File: config.mk
export PLATFORM = sky130hd
export DESIGN_NAME = led_pattern_gen
export DESIGN_NICKNAME = d
export VERILOG_FILES = /design/src/rtl/led_pattern_gen.sv
export SDC_FILE = /design/constraint.sdc
export NUM_CORES = 1
export LEC_CHECK = 0
export ABC_AREA = 1
export BUFFER_PORTS_ARGS = -buffer_cell sky130_fd_sc_hd__buf_2
export CAP_MARGIN = 20
export CORE_UTILIZATION = 60
export CTS_BUF_LIST = sky130_fd_sc_hd__clkbuf_8 sky130_fd_sc_hd__clkbuf_16
export CTS_CLUSTER_SIZE = 30
export DETAILED_ROUTE_END_ITERATION = 10
export PLACE_DENSITY = 0.78
export SYNTH_ARGS = -nofsm -noshare
export SYNTH_HDL_FRONTEND = slang
export SYNTH_SLANG_ARGS = --single-unit
File: constraint.sdc
create_clock -name clk -period 2.1 [get_ports clk]
set_clock_uncertainty 0.2 [all_clocks]
set_input_delay 0.63 -clock clk [delete_from_list [all_inputs] [get_ports clk]]
set_output_delay 0.63 -clock clk [all_outputs]
set_load 0.03 [all_outputs]
File: src/rtl/led_pattern_gen.sv
// Status-LED pattern generator: prescaled step engine with BIN / GRAY / SCAN / RING modes.
// Optional single-step input is compiled in with `define LED_PATTERN_STEP_EN.
module led_pattern_gen #(
    parameter int WAIT_TIME  = 27000000,
    parameter int LED_WIDTH  = 6,
    parameter bit ACTIVE_LOW = 1'b1
) (
    input  logic                 clk,
    input  logic                 reset,
    input  logic                 run,
    input  logic                 dir,
    input  logic [1:0]           mode,
`ifdef LED_PATTERN_STEP_EN
    input  logic                 step,
`endif
    output logic                 tick,
    output logic [LED_WIDTH-1:0] led
);

    localparam int                   PW         = $clog2(WAIT_TIME);
    localparam logic [PW-1:0]        PRESC_LAST = PW'(WAIT_TIME - 1);
    localparam logic [LED_WIDTH-1:0] POL        = {LED_WIDTH{ACTIVE_LOW}};
    localparam logic [LED_WIDTH-1:0] OH_INIT    = LED_WIDTH'(1);

    typedef enum logic [1:0] {
        M_BIN  = 2'd0,
        M_GRAY = 2'd1,
        M_SCAN = 2'd2,
        M_RING = 2'd3
    } mode_e;

    logic [PW-1:0]        presc_q, presc_d;
    logic [LED_WIDTH-1:0] cnt_q, cnt_d;
    logic [LED_WIDTH-1:0] oh_q, oh_d;
    logic                 scan_up_q, scan_up_d;
    logic [1:0]           mode_q, mode_d;
    logic                 adv_q, adv_d;
    logic                 tick_q, tick_d;
    logic [LED_WIDTH-1:0] led_q, led_d;

    logic                 mode_chg;
    logic                 presc_term;
    logic                 step_adv;
    logic [LED_WIDTH-1:0] pattern;

`ifdef LED_PATTERN_STEP_EN
    logic step_q;

    always_ff @(posedge clk) begin
        step_q <= step;
    end

    // Manual stepping only while paused; the prescaler position is left alone.
    always_comb begin
        step_adv = !run && step && !step_q;
    end
`else
    always_comb begin
        step_adv = 1'b0;
    end
`endif

    always_comb begin
        mode_chg   = (mode != mode_q);
        presc_term = run && (presc_q == PRESC_LAST);
        // A mode change reinitialises everything and swallows any coincident advance.
        adv_d      = !mode_chg && (presc_term || step_adv);

        presc_d   = presc_q;
        cnt_d     = cnt_q;
        oh_d      = oh_q;
        scan_up_d = scan_up_q;
        mode_d    = mode_q;

        if (mode_chg) begin
            presc_d   = '0;
            cnt_d     = '0;
            oh_d      = OH_INIT;
            scan_up_d = 1'b1;
            mode_d    = mode;
        end else begin
            if (run) begin
                presc_d = presc_term ? '0 : presc_q + PW'(1);
            end
            if (adv_d) begin
                case (mode_e'(mode_q))
                    M_BIN, M_GRAY: begin
                        cnt_d = dir ? cnt_q - LED_WIDTH'(1) : cnt_q + LED_WIDTH'(1);
                    end
                    M_SCAN: begin
                        if (scan_up_q) begin
                            oh_d = oh_q << 1;
                            if (oh_d[LED_WIDTH-1]) scan_up_d = 1'b0;
                        end else begin
                            oh_d = oh_q >> 1;
                            if (oh_d[0]) scan_up_d = 1'b1;
                        end
                    end
                    default: begin
                        oh_d = dir ? {oh_q[0], oh_q[LED_WIDTH-1:1]}
                                   : {oh_q[LED_WIDTH-2:0], oh_q[LED_WIDTH-1]};
                    end
                endcase
            end
        end
    end

    // Display path is one register behind the state, so tick follows the delayed advance.
    always_comb begin
        case (mode_e'(mode_q))
            M_BIN:   pattern = cnt_q;
            M_GRAY:  pattern = cnt_q ^ (cnt_q >> 1);
            default: pattern = oh_q;
        endcase
        led_d  = pattern ^ POL;
        tick_d = adv_q;
    end

    always_ff @(posedge clk) begin
        if (reset) begin
            presc_q   <= '0;
            cnt_q     <= '0;
            oh_q      <= OH_INIT;
            scan_up_q <= 1'b1;
            mode_q    <= mode;
            adv_q     <= 1'b0;
            tick_q    <= 1'b0;
            led_q     <= (mode[1] ? OH_INIT : '0) ^ POL;
        end else begin
            presc_q   <= presc_d;
            cnt_q     <= cnt_d;
            oh_q      <= oh_d;
            scan_up_q <= scan_up_d;
            mode_q    <= mode_d;
            adv_q     <= adv_d;
            tick_q    <= tick_d;
            led_q     <= led_d;
        end
    end

    assign tick = tick_q;
    assign led  = led_q;

endmodule

==> flow_metrics.tcl <==
set metrics [dict create \
    syn_inst 356 \
    worst_pin_slew_ns 0.476 \
    crit_path_end_kind "flip-flop" \
    grt_pass1_wl_um 8310 \
    critical_path_class "flip-flop to flip-flop" \
    crit_required_ns 2.08 \
    root_buffer "clkbuf_8" \
    viasPerCell 5.20 \
    path_max_fanout 4 \
    ys_seq_area_share_pct 38.3 \
    final-hold-violation-count 0 \
    dieHeight_um 67.3 \
    final_nets 391 \
    crit_slowest_cell "dfxtp_1" \
    fillers 361 \
    critPathBufInv 0 \
    drive_gt1_share_pct 15.0 \
    netlist.area_leader.share_pct 36.0 \
    synth_area_per_cell_um2 7.19 \
    max_clock_freq_ghz 0.525 \
    dp.cells 422 \
    power_density_nw_per_um2 613 \
    fp-row-count 23 \
    yosys_register_bits 48 \
    syn-num-nets 368 \
    core_area_um2 4060 \
    grt_overflow 0 \
    totalWireLength_um 4980 \
    grtUsageTotal_pct 24.3 \
    postCtsHoldBufs 0 \
    post-synth-top-area-cell "dfxtp_1" \
    port_buffers 12 \
    period_needed_ns 1.91 \
    grt_max_degree 15 \
    postCtsSetupBuffers 0 \
    clock_latency_ns 0.29 \
    vias 2234 \
    wire_per_inst_um 11.6 \
    area_growth_pct 10.1 \
    hold_class "flip-flop to flip-flop" \
    cts_tree "built" \
    arrival_ns 1.89 \
    start_util_pct 63.1 \
    synthArstFlopShare_pct 0 \
    die_w_um 67.3 \
    critPathTopFamily "simple AND/OR/NAND/NOR gates" \
    synth_most_common_cell "nand2_1" \
    fin_total_pwr_mw 1.73 \
    h-tree-depth 2 \
    first_global_vias 1987 \
    ioPinCount 13 \
    drt_iter0_drc 133 \
    numCtsBuffers 5 \
    route.detailed.drc 0 \
    maxCapViolCount 0 \
    finalNonFillerCells 430 \
    startpoint_type "flip-flop" \
    timing.final.crit_share_pct 90.8 \
    gp_routability_congestion 0.878 \
    clock-sinks 48 \
    dpl-instance-area_um2 2710 \
    antenna_found_initial 0 \
    yosys-top-cells-count "nand2_1, nor2_1, dfxtp_1" \
    maxSlewHeadroom_pct 68.1 \
    cts.clk_slew.worst_paths_ns 0.08 \
    cts_resized 0 \
    postRouteAntennaNets 0 \
    clock_path_buffers 2 \
    status "finished, final reports clean" \
    yosysUniqueCellTypes 35 \
    die_area_um2 4530 \
    yosys_warnings 0 \
    slowest_delay_ns 0.40 \
    path_cells "ha_1, nand3_1, nor2_1, nand3_1, nor2_1, nand2_1, o21ai_1, a21oi_1" \
    drv_slew 0 \
    peakVddDrop_mv 0.404 \
    synth-edff-count 2 \
    first_pass_iters 4 \
    grt_setup_unrepaired "no" \
    hpwl_um 3850 \
    setup_viol 0 \
    final_area_um2 2820 \
    p_leak_nw 1.13 \
    diodes 0 \
    ys.flop_type "dfxtp_1" \
    netlist_area_um2 2560 \
    ys_top_cells_by_area "dfxtp_1, nand2_1, nor2_1, inv_1, nand3_1" \
]
-- sequential cells by signal, summed over array words and instances, names as in the netlist --
name	cells
adv_q	1
mode_q	2
cnt_q	6
scan_up_q	1
presc_q	25
tick	1
led	6
oh_q	6
-- cell families after synthesis --
family | share of synthesized area (%)
fa+ha+maj | 3.22
xor+xnor | 4.79
compound gates | 11.8
buf+inv | 8.16
simple gates | 33.8
flops | 38.3
-- power by group --
part	switching, mW	leakage, nW	internal (mW)	total (mW)
Combinational	0.107	0.676	0.0518	0.158
Sequential	0.00554	0.393	0.928	0.933
Clock	0.289	0.0593	0.348	0.637
Total	0.401	1.13	1.33	1.73
-- final timing paths --
| path | start | to | slack [ns] | cells after the start |
|---|---|---|---|---|
| max | presc_q[0] | presc_q[16] | 0.19 | 8 |
| min | adv_q | tick | 0.20 | 2 |
| max reg2reg | presc_q[0] | presc_q[16] | 0.19 | 8 |
| min reg2reg | adv_q | tick | 0.20 | 2 |
-- metal layers --
metal	share of wire (%)	wire [µm]	global-route usage, %
met5	0	0	0
met1	46	2290	27.4
met4	1.4	68	10.4
met2	49	2450	43.9
met3	3.3	165	4.90
-- cell usage in the layout (no fill, tap or decap) --
master / instances
o22a_1: 1
nor2_4: 5
nand2_2: 5
o21a_1: 1
fa_1: 1
o211ai_1: 6
nor3b_2: 1
nand2_4: 2
inv_1: 41
clkinv_1: 1
a31oi_1: 1
a21oi_1: 17
nand4_1: 4
buf_2: 12
xor2_1: 12
buf_4: 10
o21ai_0: 15
o21ai_1: 7
nand2_1: 77
nand3_2: 2
o31ai_2: 1
bufinv_16: 1
nor2_1: 52
xnor2_1: 2
nor2_2: 6
a21oi_2: 3
edfxtp_1: 2
nor3_1: 6
nor3_2: 1
and3_1: 1
inv_2: 2
nor4_1: 3
ha_1: 5
dfxtp_1: 46
clkinv_2: 1
nand3_1: 22
clkbuf_8: 5
-- cell type report --
cell class | instances | area, µm² | share of cell area [%]
Clock inverter | 3 | 38.8 | 1.38
Sequential cell | 48 | 981 | 34.8
Tap cell | 50 | 62.6 | 2.22
Inverter | 43 | 161 | 5.73
Multi-Input combinational cell | 259 | 1370 | 48.6
Clock buffer | 5 | 68.8 | 2.44
Timing Repair Buffer | 22 | 135 | 4.79
-- worst min-delay path: cells and delay by family (launching register included) --
| kind | cells | cell delay (ns) |
|---|---|---|
| AND/OR/NAND/NOR | 1 | 0.03 |
| flip-flops | 1 | 0.30 |
| buffers and inverters | 1 | 0.04 |
-- stage by stage --
stage | util [%] | setup slack (ns) | hold WS [ns] | setup TNS [ns]
2_1_floorplan | - | 0.250 | 0.188 | 0
3_3_place_gp | 66.8 | 0.0171 | 0.192 | 0
3_5_place_dp | 66.8 | -0.0553 | 0.195 | -0.0553
4_1_cts | 69.5 | 0.142 | 0.203 | 0
5_1_grt | 69.5 | 0.00144 | 0.223 | 0
6_report | 69.5 | 0.194 | 0.200 | 0
Note: power is estimated with default switching activity, not from simulation.
